[src/rtl/dog_stream_arbiter_pkg.sv]
// Shared definitions for the DoG stream arbiter slice.
//   DOG_CHANNELS : number of difference-of-Gaussian streams per octave
//   dog_chan_t   : channel identifier carried alongside each output pixel
//   DOG_DW       : default pixel width, matching the Gaussian/DoG datapath
package dog_stream_arbiter_pkg;

    localparam int unsigned DOG_CHANNELS = 4;
    localparam int unsigned DOG_DW       = 8;

    typedef logic [1:0] dog_chan_t;

endpackage

[src/rtl/dog_chan_fifo.sv]
// Single-clock synchronous FIFO for one DoG channel.
// Ports:
//   clock, reset   : system clock, synchronous active-high reset
//   push/push_data : write request and pixel; accepted if not full or popped this cycle
//   pop            : read request; ignored when empty
//   head           : oldest entry, valid while empty is low
//   full, empty    : occupancy status derived from the registered count
module dog_chan_fifo #(
    parameter int unsigned DEPTH = 16,
    parameter int unsigned DW    = 8
) (
    input  logic          clock,
    input  logic          reset,
    input  logic          push,
    input  logic [DW-1:0] push_data,
    input  logic          pop,
    output logic [DW-1:0] head,
    output logic          full,
    output logic          empty
);

    localparam int unsigned AW = (DEPTH > 1) ? $clog2(DEPTH) : 1;
    localparam int unsigned CW = AW + 1;

    logic [DW-1:0] mem_q [DEPTH];
    logic [AW-1:0] wr_ptr_q;
    logic [AW-1:0] rd_ptr_q;
    logic [CW-1:0] count_q;
    logic          do_push;
    logic          do_pop;

    assign full  = (count_q == CW'(DEPTH));
    assign empty = (count_q == '0);
    assign head  = mem_q[rd_ptr_q];

    // A full FIFO still takes a push when its head leaves in the same cycle.
    assign do_pop  = pop && !empty;
    assign do_push = push && (!full || do_pop);

    always_ff @(posedge clock) begin
        if (reset) begin
            wr_ptr_q <= '0;
            rd_ptr_q <= '0;
            count_q  <= '0;
        end else begin
            if (do_push) wr_ptr_q <= wr_ptr_q + 1'b1;
            if (do_pop)  rd_ptr_q <= rd_ptr_q + 1'b1;
            if (do_push && !do_pop) begin
                count_q <= count_q + 1'b1;
            end else if (!do_push && do_pop) begin
                count_q <= count_q - 1'b1;
            end
        end
    end

    // Storage needs no reset; pointers and count define what is live.
    always_ff @(posedge clock) begin
        if (do_push) mem_q[wr_ptr_q] <= push_data;
    end

endmodule

[src/rtl/dog_stream_arbiter.sv]
// Merges the four DoG pixel streams of one octave onto one tagged valid/ready stream.
// Ports:
//   clock, reset           : system clock, synchronous active-high reset
//   dN_dout, dN_valid      : per-channel pixel input, pushed into FIFO N when valid
//   out_data, out_chan     : registered granted pixel and its source channel
//   out_valid, out_ready   : output handshake
//   clear_overflow         : pulse clearing all sticky overflow flags
//   overflow               : sticky per-channel drop flags
//   busy                   : any FIFO holds data or the output register is occupied
module dog_stream_arbiter
    import dog_stream_arbiter_pkg::*;
#(
    parameter int unsigned DEPTH = 16,
    parameter int unsigned DW    = DOG_DW
) (
    input  logic          clock,
    input  logic          reset,
    input  logic [DW-1:0] d0_dout,
    input  logic          d0_valid,
    input  logic [DW-1:0] d1_dout,
    input  logic          d1_valid,
    input  logic [DW-1:0] d2_dout,
    input  logic          d2_valid,
    input  logic [DW-1:0] d3_dout,
    input  logic          d3_valid,
    output logic [DW-1:0] out_data,
    output dog_chan_t     out_chan,
    output logic          out_valid,
    input  logic          out_ready,
    input  logic          clear_overflow,
    output logic [3:0]    overflow,
    output logic          busy
);

    logic [DW-1:0]           din [DOG_CHANNELS];
    logic [DOG_CHANNELS-1:0] din_valid;
    logic [DW-1:0]           fifo_head [DOG_CHANNELS];
    logic [DOG_CHANNELS-1:0] fifo_full;
    logic [DOG_CHANNELS-1:0] fifo_empty;
    logic [DOG_CHANNELS-1:0] fifo_pop;
    logic [DOG_CHANNELS-1:0] drop;

    logic [DW-1:0] out_data_q;
    dog_chan_t     out_chan_q;
    logic          out_valid_q;
    dog_chan_t     ptr_q;
    logic [3:0]    overflow_q;

    dog_chan_t grant_chan;
    dog_chan_t cand;
    logic      grant_valid;
    logic      load;

    assign din[0] = d0_dout;
    assign din[1] = d1_dout;
    assign din[2] = d2_dout;
    assign din[3] = d3_dout;
    assign din_valid = {d3_valid, d2_valid, d1_valid, d0_valid};

    for (genvar n = 0; n < DOG_CHANNELS; n++) begin : g_chan
        assign fifo_pop[n] = load && (grant_chan == dog_chan_t'(n));
        assign drop[n]     = din_valid[n] && fifo_full[n] && !fifo_pop[n];

        dog_chan_fifo #(
            .DEPTH (DEPTH),
            .DW    (DW)
        ) u_fifo (
            .clock     (clock),
            .reset     (reset),
            .push      (din_valid[n]),
            .push_data (din[n]),
            .pop       (fifo_pop[n]),
            .head      (fifo_head[n]),
            .full      (fifo_full[n]),
            .empty     (fifo_empty[n])
        );
    end

    // Round-robin search starting just after the last granted channel.
    always_comb begin
        grant_valid = 1'b0;
        grant_chan  = ptr_q;
        cand        = '0;
        for (int i = 1; i <= DOG_CHANNELS; i++) begin
            cand = ptr_q + dog_chan_t'(i);
            if (!grant_valid && !fifo_empty[cand]) begin
                grant_valid = 1'b1;
                grant_chan  = cand;
            end
        end
    end

    assign load = (!out_valid_q || out_ready) && grant_valid;

    always_ff @(posedge clock) begin
        if (reset) begin
            out_data_q  <= '0;
            out_chan_q  <= '0;
            out_valid_q <= 1'b0;
            ptr_q       <= dog_chan_t'(DOG_CHANNELS - 1);
            overflow_q  <= '0;
        end else begin
            if (load) begin
                out_data_q  <= fifo_head[grant_chan];
                out_chan_q  <= grant_chan;
                out_valid_q <= 1'b1;
                ptr_q       <= grant_chan;
            end else if (out_ready) begin
                out_valid_q <= 1'b0;
            end
            // A new drop wins over a simultaneous clear.
            overflow_q <= (overflow_q & ~{4{clear_overflow}}) | drop;
        end
    end

    assign out_data  = out_data_q;
    assign out_chan  = out_chan_q;
    assign out_valid = out_valid_q;
    assign overflow  = overflow_q;
    assign busy      = out_valid_q || !(&fifo_empty);

endmodule

[config.mk]
export PLATFORM = sky130hd
export DESIGN_NAME = dog_stream_arbiter
export DESIGN_NICKNAME = d
export VERILOG_FILES = /design/src/rtl/dog_stream_arbiter_pkg.sv /design/src/rtl/dog_chan_fifo.sv /design/src/rtl/dog_stream_arbiter.sv
export SDC_FILE = /design/constraint.sdc
export NUM_CORES = 1
export LEC_CHECK = 0
export BUFFER_PORTS_ARGS = -buffer_cell sky130_fd_sc_hd__buf_2
export CAP_MARGIN = 20
export CORE_ASPECT_RATIO = 0.8
export CORE_MARGIN = 1.5
export CORE_UTILIZATION = 50
export CTS_CLUSTER_DIAMETER = 100
export DETAILED_ROUTE_END_ITERATION = 12
export GPL_ROUTABILITY_DRIVEN = 0
export GPL_TIMING_DRIVEN = 0
export PLACE_DENSITY = 0.74
export SYNTH_ARGS = -nofsm -noshare
export SYNTH_HDL_FRONTEND = slang
export SYNTH_SLANG_ARGS = --single-unit
[constraint.sdc]
create_clock -name clock -period 5.3 [get_ports clock]
set_input_delay 0.53 -clock clock [delete_from_list [all_inputs] [get_ports clock]]
set_output_delay 0.53 -clock clock [all_outputs]
set_load 0.02 [all_outputs]
# Word-level counts from Yosys, hierarchy flattened

Memory sizes are Yosys's and may differ from the RTL's. A register that Yosys moved wholly into a read port is not among the register bits.
Index checks and enable logic that the tools add are counted.

Bits in writable memories: 512
Memories kept: 4
Register bits: 69
Output and inout port bits: 16

Memories:

| name                   | depth | bits a word | rd ports | clocked after Yosys merged registers in | wr ports | line                | text |
|---|---|---|---|---|---|---|---|
| g_chan[0].u_fifo.mem_q | 16    | 8           | 1        | 1                                       | 1        | dog_chan_fifo.sv:25 | `logic [DW-1:0] mem_q [DEPTH];` |
| g_chan[1].u_fifo.mem_q | 16    | 8           | 1        | 1                                       | 1        | dog_chan_fifo.sv:25 |  |
| g_chan[2].u_fifo.mem_q | 16    | 8           | 1        | 1                                       | 1        | dog_chan_fifo.sv:25 |  |
| g_chan[3].u_fifo.mem_q | 16    | 8           | 1        | 1                                       | 1        | dog_chan_fifo.sv:25 |  |

Equal/unequal tests: 7
Bitwise logic cells: 4
Reduce and logical (&&, ||, !) cells: 76
$add $sub $neg: 19
Muxes and demuxes: 45
Magnitude comparators: 5

Operator list:

| kind                  | count |
|---|---|
| $mux W5               | 8 |
| $add A4 B1 Y4 const B | 8 |
| $logic_and A1 B1 Y1   | 32 |
| $mux W4               | 8 |
| $logic_not A1 Y1      | 27 |
| $add A5 B1 Y5 const B | 4 |
| $eq A5 B5 Y1 const B  | 4 |
| $logic_not A5 Y1      | 4 |
| $sub A5 B1 Y5 const B | 4 |
| $mux W1               | 18 |
| $bmux W8 S2           | 1 |
| $mux W8               | 2 |
| $lt A2 B3 Y1 const B  | 4 |
| $reduce_bool A2 Y1    | 5 |
| $bmux W1 S2           | 4 |
| $mux W2               | 4 |
| $logic_or A1 B1 Y1    | 6 |
| $add A2 B2 Y2 const B | 2 |
| $and A4 B4 Y4         | 1 |
| $eq A2 B2 Y1 const B  | 2 |
| $not A4 Y4            | 1 |
| $or A4 B4 Y4          | 1 |
| $reduce_and A4 Y1     | 1 |
| $ge A3 B3 Y1 const B  | 1 |
| 4 further kinds       | 4 |

# Longest topological paths before layout

Depth after elaboration: 21
Depth in mapped cells: 18
Mapped depth without buffers: 15

# Cells and area by module

From an unflattened synthesis, not the netlist that was laid out.

Cell total of the unflattened synthesis: 1388
Area total of the unflattened synthesis: 24257.0 µm²

By module, submodules not included:

| module                                | area an instance (µm²) | cells each | instances | seq. area each (µm²) |
|---|---|---|---|---|
| dog_chan_fifo at g_chan[0].u_fifo ... | 5771.8                 | 311        | 3         | 4184.0 |
| dog_chan_fifo at g_chan[2].u_fifo     | 5785.5                 | 316        | 1         | 4184.0 |
| dog_stream_arbiter                    | 1156.1                 | 139        | 1         | 340.3 |

# Least setup slack after synthesis

No wires, ideal clock.

Path type: flip-flop to flip-flop
Start point: reg g_chan[2].u_fifo.count_q[0]
End point: reg g_chan[1].u_fifo.count_q[4]
Data arrival time: 3.690 ns
Setup slack: 1.483 ns
Clock period less this slack: 3.817 ns
Data required time: 5.172 ns
Stages on the path, launching flop included: 18
Buffers on the path: 3
Path through: dfxtp_1 > or4_4 > or4_4 > o221a_2 > nand2_2 > buf_8 > buf_8 > buf_6 > nand2_1 > ha_1 > inv_1 > ha_1 > nor2b_1 > o21a_1 > or3_1 > a21oi_1 > xnor2_1 > nor2_1

Cells in the longest elaborated chain, start to end: 20
Elaborated cells between the ends (all ways): 37
Classes of those cells: eq/ne: 1; mux: 17; reduce/logical: 19

RTL lines:

| item                                                       | line                                               | text |
|---|---|---|
| start, declared                                            | dog_chan_fifo.sv:28                                | `logic [CW-1:0] count_q;` |
| start signal, assigned                                     | dog_chan_fifo.sv:49                                | `count_q <= count_q + 1'b1;` |
| start signal, assigned                                     | dog_chan_fifo.sv:51                                | `count_q <= count_q - 1'b1;` |
| $logic_not A5 Y1 (*)                                       | dog_chan_fifo.sv:33                                | `assign empty = (count_q == '0);` |
| $bmux W1 S2                                                | dog_stream_arbiter.sv:86                           | `if (!grant_valid && !fifo_empty[cand]) begin` |
| $mux W1 (not written as such)                              | dog_stream_arbiter.sv:86                           |  |
| $logic_not A1 Y1                                           | dog_stream_arbiter.sv:86                           |  |
| $logic_and A1 B1 Y1                                        | dog_stream_arbiter.sv:86                           |  |
| $mux W1                                                    | dog_stream_arbiter.sv:86                           |  |
| $logic_not A1 Y1                                           | dog_stream_arbiter.sv:86                           |  |
| $logic_and A1 B1 Y1                                        | dog_stream_arbiter.sv:86                           |  |
| [4 not listed]                                             | n/a                                                |  |
| $eq A2 B1 Y1 / $logic_and A1 B1 Y1 (equally long branches) | dog_stream_arbiter.sv:61, dog_stream_arbiter.sv:93 |  |
| $logic_and A1 B1 Y1 (*)                                    | dog_stream_arbiter.sv:61                           | `assign fifo_pop[n] = load && (grant_chan == dog_chan_t'(n));` |
| $logic_and A1 B1 Y1 (*)                                    | dog_chan_fifo.sv:37                                | `assign do_pop = pop && !empty;` |
| $logic_or A1 B1 Y1                                         | dog_chan_fifo.sv:38                                | `assign do_push = push && (!full \|\| do_pop);` |
| $logic_and A1 B1 Y1                                        | dog_chan_fifo.sv:38                                |  |
| $logic_not A1 Y1                                           | dog_chan_fifo.sv:50                                | `end else if (!do_push && do_pop) begin` |
| $logic_and A1 B1 Y1                                        | dog_chan_fifo.sv:50                                |  |
| $reduce_bool A2 Y1 (no source line)                        | n/a                                                |  |
| end signal, assigned                                       | dog_chan_fifo.sv:49                                |  |
| end signal, assigned                                       | dog_chan_fifo.sv:51                                |  |
| end, declared                                              | dog_chan_fifo.sv:28                                |  |

Every way passes the cells marked *; elsewhere a longest branch is shown, timed or not. The select of a mux whose other input is x is not followed.
A chain may end at the register's enable or synchronous reset.

# Worst setup path in the final report

Start point: reg g_chan[3].u_fifo.count_q[0]
End point: reg g_chan[2].u_fifo.count_q[4]

Cells in the longest elaborated chain, start to end: 20
Elaborated cells between the ends (all ways): 37
Classes of those cells: eq/ne: 1; mux: 17; reduce/logical: 19

RTL lines:

| item                                                       | line |
|---|---|
| start, declared                                            | dog_chan_fifo.sv:28 |
| start signal, assigned                                     | dog_chan_fifo.sv:49 |
| start signal, assigned                                     | dog_chan_fifo.sv:51 |
| $logic_not A5 Y1 (*)                                       | dog_chan_fifo.sv:33 |
| $bmux W1 S2                                                | dog_stream_arbiter.sv:86 |
| $mux W1 (not written as such)                              | dog_stream_arbiter.sv:86 |
| $logic_not A1 Y1                                           | dog_stream_arbiter.sv:86 |
| $logic_and A1 B1 Y1                                        | dog_stream_arbiter.sv:86 |
| $mux W1                                                    | dog_stream_arbiter.sv:86 |
| $logic_not A1 Y1                                           | dog_stream_arbiter.sv:86 |
| $logic_and A1 B1 Y1                                        | dog_stream_arbiter.sv:86 |
| [4 not listed]                                             | n/a |
| $eq A2 B2 Y1 / $logic_and A1 B1 Y1 (equally long branches) | dog_stream_arbiter.sv:61, dog_stream_arbiter.sv:93 |
| $logic_and A1 B1 Y1 (*)                                    | dog_stream_arbiter.sv:61 |
| $logic_and A1 B1 Y1 (*)                                    | dog_chan_fifo.sv:37 |
| $logic_or A1 B1 Y1                                         | dog_chan_fifo.sv:38 |
| $logic_and A1 B1 Y1                                        | dog_chan_fifo.sv:38 |
| $logic_not A1 Y1                                           | dog_chan_fifo.sv:50 |
| $logic_and A1 B1 Y1                                        | dog_chan_fifo.sv:50 |
| $reduce_bool A2 Y1 (no source line)                        | n/a |

Marks and branches as above.

==> flow_metrics.py <==
metrics = {
    "cells_and_area": {
        "drive_gt1_frac": 0.253,
        "post-route-util": 0.575,
        "fin_nets": 1661,
        "nFillCells": 3570,
        "area_growth_pct": 13.9,
    },
    "power": {
        "p_per_area_nw_per_um2": 492,
        "combPwrFrac": 0.299,
        "p_seq_frac": 0.416,
        "internal_power_mw": 9.38,
        "p_clk_frac": 0.285,
        "leakage_nw": 9.07,
        "vdd.ir_drop.worst_mv": 0.294,
        "swShare": 0.312,
        "p_sw_mw": 4.26,
    },
    "global_route": {
        "grt-ovfl-total": 0,
        "grt_usage": 0.216,
        "grt_first_pass_wirelength_um": 81900,
        "first_global_vias": 13700,
        "antenna_found_initial": 4,
        "grt_max_degree": 17,
    },
    "setup_path": {
        "cp-startpoint": "g_chan[3].u_fifo.count_q[0]$_SDFFE_PP0P_",
        "start_kind": "flop",
        "r2r-end": "g_chan[2].u_fifo.count_q[4]$_SDFFE_PP0P_",
        "worstPathRequired_ns": 5.82,
        "slowest_delay_ns": 0.44,
        "cp_max_fo": 10,
        "crit_path_end_kind": "flop",
        "r2r_cells": 16,
        "cp_cell_sequence": "nor4_4 -> and2_1 -> clkbuf_1 -> o221ai_2 -> nor2_2 -> buf_2 -> buf_2 -> nand2_1 -> ha_1 -> inv_1 -> ha_1 -> a21o_1 -> a21oi_1 -> xnor2_1 -> or3_1 -> a21oi_1",
        "worst_path_max_delay_cell": "nor4_4",
        "cp_data_arrival_time_ns": 4.87,
        "criticalPathCategory": "reg -> reg",
        "r2r-start": "g_chan[3].u_fifo.count_q[0]$_SDFFE_PP0P_",
        "reg2reg_slack_ns": 0.95,
    },
    "yosys": {
        "synth_top_area_share": 0.632,
        "syn_nets": 1482,
        "synth_cells": 1401,
        "synth_flop_cell": "edfxtp_1",
        "synth_edf_count": 512,
        "async_flop_share": 0,
        "yosysSeqAreaShare": 0.702,
        "syn_avg_cell_area_um2": 17.4,
        "synth_warnings": 0,
        "ys_top_cells_by_area": "edfxtp_1 (63%), mux4_2 (12%), dfxtp_1 (7.0%)",
        "ys_seq_elements": 597,
        "synth_area_leader_cell": "edfxtp_1",
        "yosysUniqueCellTypes": 56,
        "netlist_area_um2": 24300,
    },
    "min_path": {
        "hold_start": "out_ready",
        "holdPathStages": 4,
        "hold_path.class": "in -> reg",
        "min_to": "out_valid$_SDFFE_PP0P_",
    },
    "floorplanning": {
        "rows": 72,
        "die_area_um2": 50000,
        "initial_core_util": 0.505,
        "fp.dieW_um": 250,
        "ioPinCount": 56,
        "dieHeight_um": 200,
        "core_area_um2": 48200,
    },
    "sta": {
        "grt_setup_unrepaired": "no",
        "finalSetupViolCount": 0,
        "clock.fmax_mhz": 230,
        "slew_violations": 0,
        "tightest_slew_ns": 1.05,
        "slew_headroom": 0.303,
        "setup_ws_ns": 0.947,
        "fin_tns_setup_ns": 0,
        "final.min_clock_period_ns": 4.35,
        "finClkSkew_ns": 0.0140,
        "period_share": 0.821,
        "hold_viol_final": 0,
        "whs_ns": 0.268,
    },
    "drt": {
        "wire_per_inst_um": 23.8,
        "post-route-drc-count": 0,
        "firstDrtPassIters": 7,
        "num_vias": 13500,
        "drt_iter0_drc": 1273,
        "vias_per_cell": 5.96,
        "wl_um": 53700,
        "antenna_left": 0,
    },
    "job": {
        "drv_cap": 0,
    },
    "cts": {
        "cts_resized": 0,
        "cts-root-buf": "clkbuf_16",
        "clk_path_buf_depth": 3,
        "numCtsBuffers": 55,
        "cts_sinks": 597,
        "ctsHoldBuffers": 0,
        "cts_tree": "yes",
        "h-tree-depth": 2,
        "path_clk_slew_ns": 0.06,
        "clock_latency_ns": 0.60,
        "post_cts_buffers": 0,
    },
    "placement": {
        "post-place-ws_ns": 1.04,
        "portBuffers": 55,
        "hpwlAfterDp_um": 37000,
    },
    "outcome": {
        "outcome": "completed",
    },
}
[registers in the layout (all words and copies together) (netlist names), named ones only]
| signal | flops |
|---|---|
| g_chan.u_fifo.count_q | 20 |
| out_data | 8 |
| g_chan.u_fifo.rd_ptr_q | 16 |
| ptr_q | 2 |
| out_chan | 2 |
| overflow | 4 |
| g_chan.u_fifo.mem_q | 512 |
| out_valid | 1 |
| g_chan.u_fifo.wr_ptr_q | 16 |
[worst max-delay path, delay by kind of cell (launching register included)]
family / cells / cell delay, ns
buf+inv: 4 / 1.12
xor+xnor: 1 / 0.09
compound gates: 4 / 0.68
fa+ha+maj: 2 / 0.52
simple gates: 5 / 1.47
flops: 1 / 0.38
[area by class of cell]
type                    instances  area (um^2)  area share
plain buffers                  80          352      0.0127
flip-flops and latches        597        17100       0.616
multi-input cells             687         6870       0.248
clock buffers                  69         1450      0.0522
inverters                      37          139     0.00501
clock inverters                35          315      0.0114
repair buffers                122          738      0.0266
diodes                          1         2.50   0.0000902
well taps                     629          787      0.0284
[kinds of logic after synthesis]
group | Yosys count | synth area share
flops | 597 | 0.702
simple gates | 285 | 0.0621
compound gates | 182 | 0.0532
mux | 163 | 0.135
buf+inv | 117 | 0.0202
fa+ha+maj | 41 | 0.0223
xor+xnor | 16 | 0.00576
[power by group through the flow]
| stage | Combinational (mW) | Sequential, mW | Clock [mW] |
|---|---|---|---|
| finish | 4.08 | 5.68 | 3.89 |
| detailed placement | 4.03 | 5.78 | 0 |
| global placement | 3.84 | 5.76 | 0 |
| CTS | 4.07 | 5.68 | 3.95 |
| floorplan | 2.87 | 5.75 | 0 |
| global route | 4.43 | 5.71 | 4.11 |
[Yosys cell counts (all sizes together) (16+ instances only)]
| library cell | count |
|---|---|
| dfxtp | 85 |
| nor2 | 54 |
| nand2 | 52 |
| mux2 | 28 |
| mux4 | 128 |
| ha | 37 |
| nor2b | 22 |
| edfxtp | 512 |
| a21oi | 56 |
| nand2b | 20 |
| nor4 | 23 |
| a22oi | 64 |
| inv | 37 |
| clkbuf | 47 |
| buf | 33 |
| nand3 | 19 |
| nor3 | 51 |
| o21ai | 16 |
[metal layers]
metal / GRT usage / up-vias / share of wire / wire length (um)
met5: 0 / - / 0.00026 / 14
met4: 0.0562 / 2 / 0.023 / 1250
met3: 0.0425 / 93 / 0.083 / 4430
met2: 0.357 / 568 / 0.49 / 26200
met1: 0.296 / 6828 / 0.41 / 21800
li1: - / 5966 / - / -
[how the worst max path moves through the flow]
| stage | to | slack, ns |
|---|---|---|
| after floorplan | g_chan[1].u_fifo.count_q[4]$_SDFFE_PP0P_ | 1.48 |
| after global placement | g_chan[1].u_fifo.mem_q[2][0]$_DFFE_PP_ | 1.06 |
| after detailed placement | g_chan[2].u_fifo.count_q[4]$_SDFFE_PP0P_ | 1.04 |
| after CTS | g_chan[2].u_fifo.count_q[4]$_SDFFE_PP0P_ | 1.02 |
| after global routing | g_chan[1].u_fifo.count_q[4]$_SDFFE_PP0P_ | 0.75 |
| final | g_chan[2].u_fifo.count_q[4]$_SDFFE_PP0P_ | 0.95 |
[layout by cell type, fill, tap and decap left out, types with 33 or more instances in the layout]
master,instances
nor3_1,50
clkbuf_16,55
ha_1,37
dfxtp_1,85
mux4_2,128
clkbuf_1,59
buf_2,80
a21oi_1,55
nand2_1,51
edfxtp_1,512
nor2_1,53
a22oi_1,64
inv_1,33
buf_4,45
[stage by stage]
stage | cells | total power, mW | area [um^2]
floorplan | 1401 | 8.62 | 24300
detailed placement | 2151 | 9.81 | 25900
finish | 2257 | 13.6 | 27700
global route | 2257 | 14.2 | 27700
global placement | 2085 | 9.60 | 25400
CTS | 2255 | 13.7 | 27700
(Power assumes the default switching activity.)
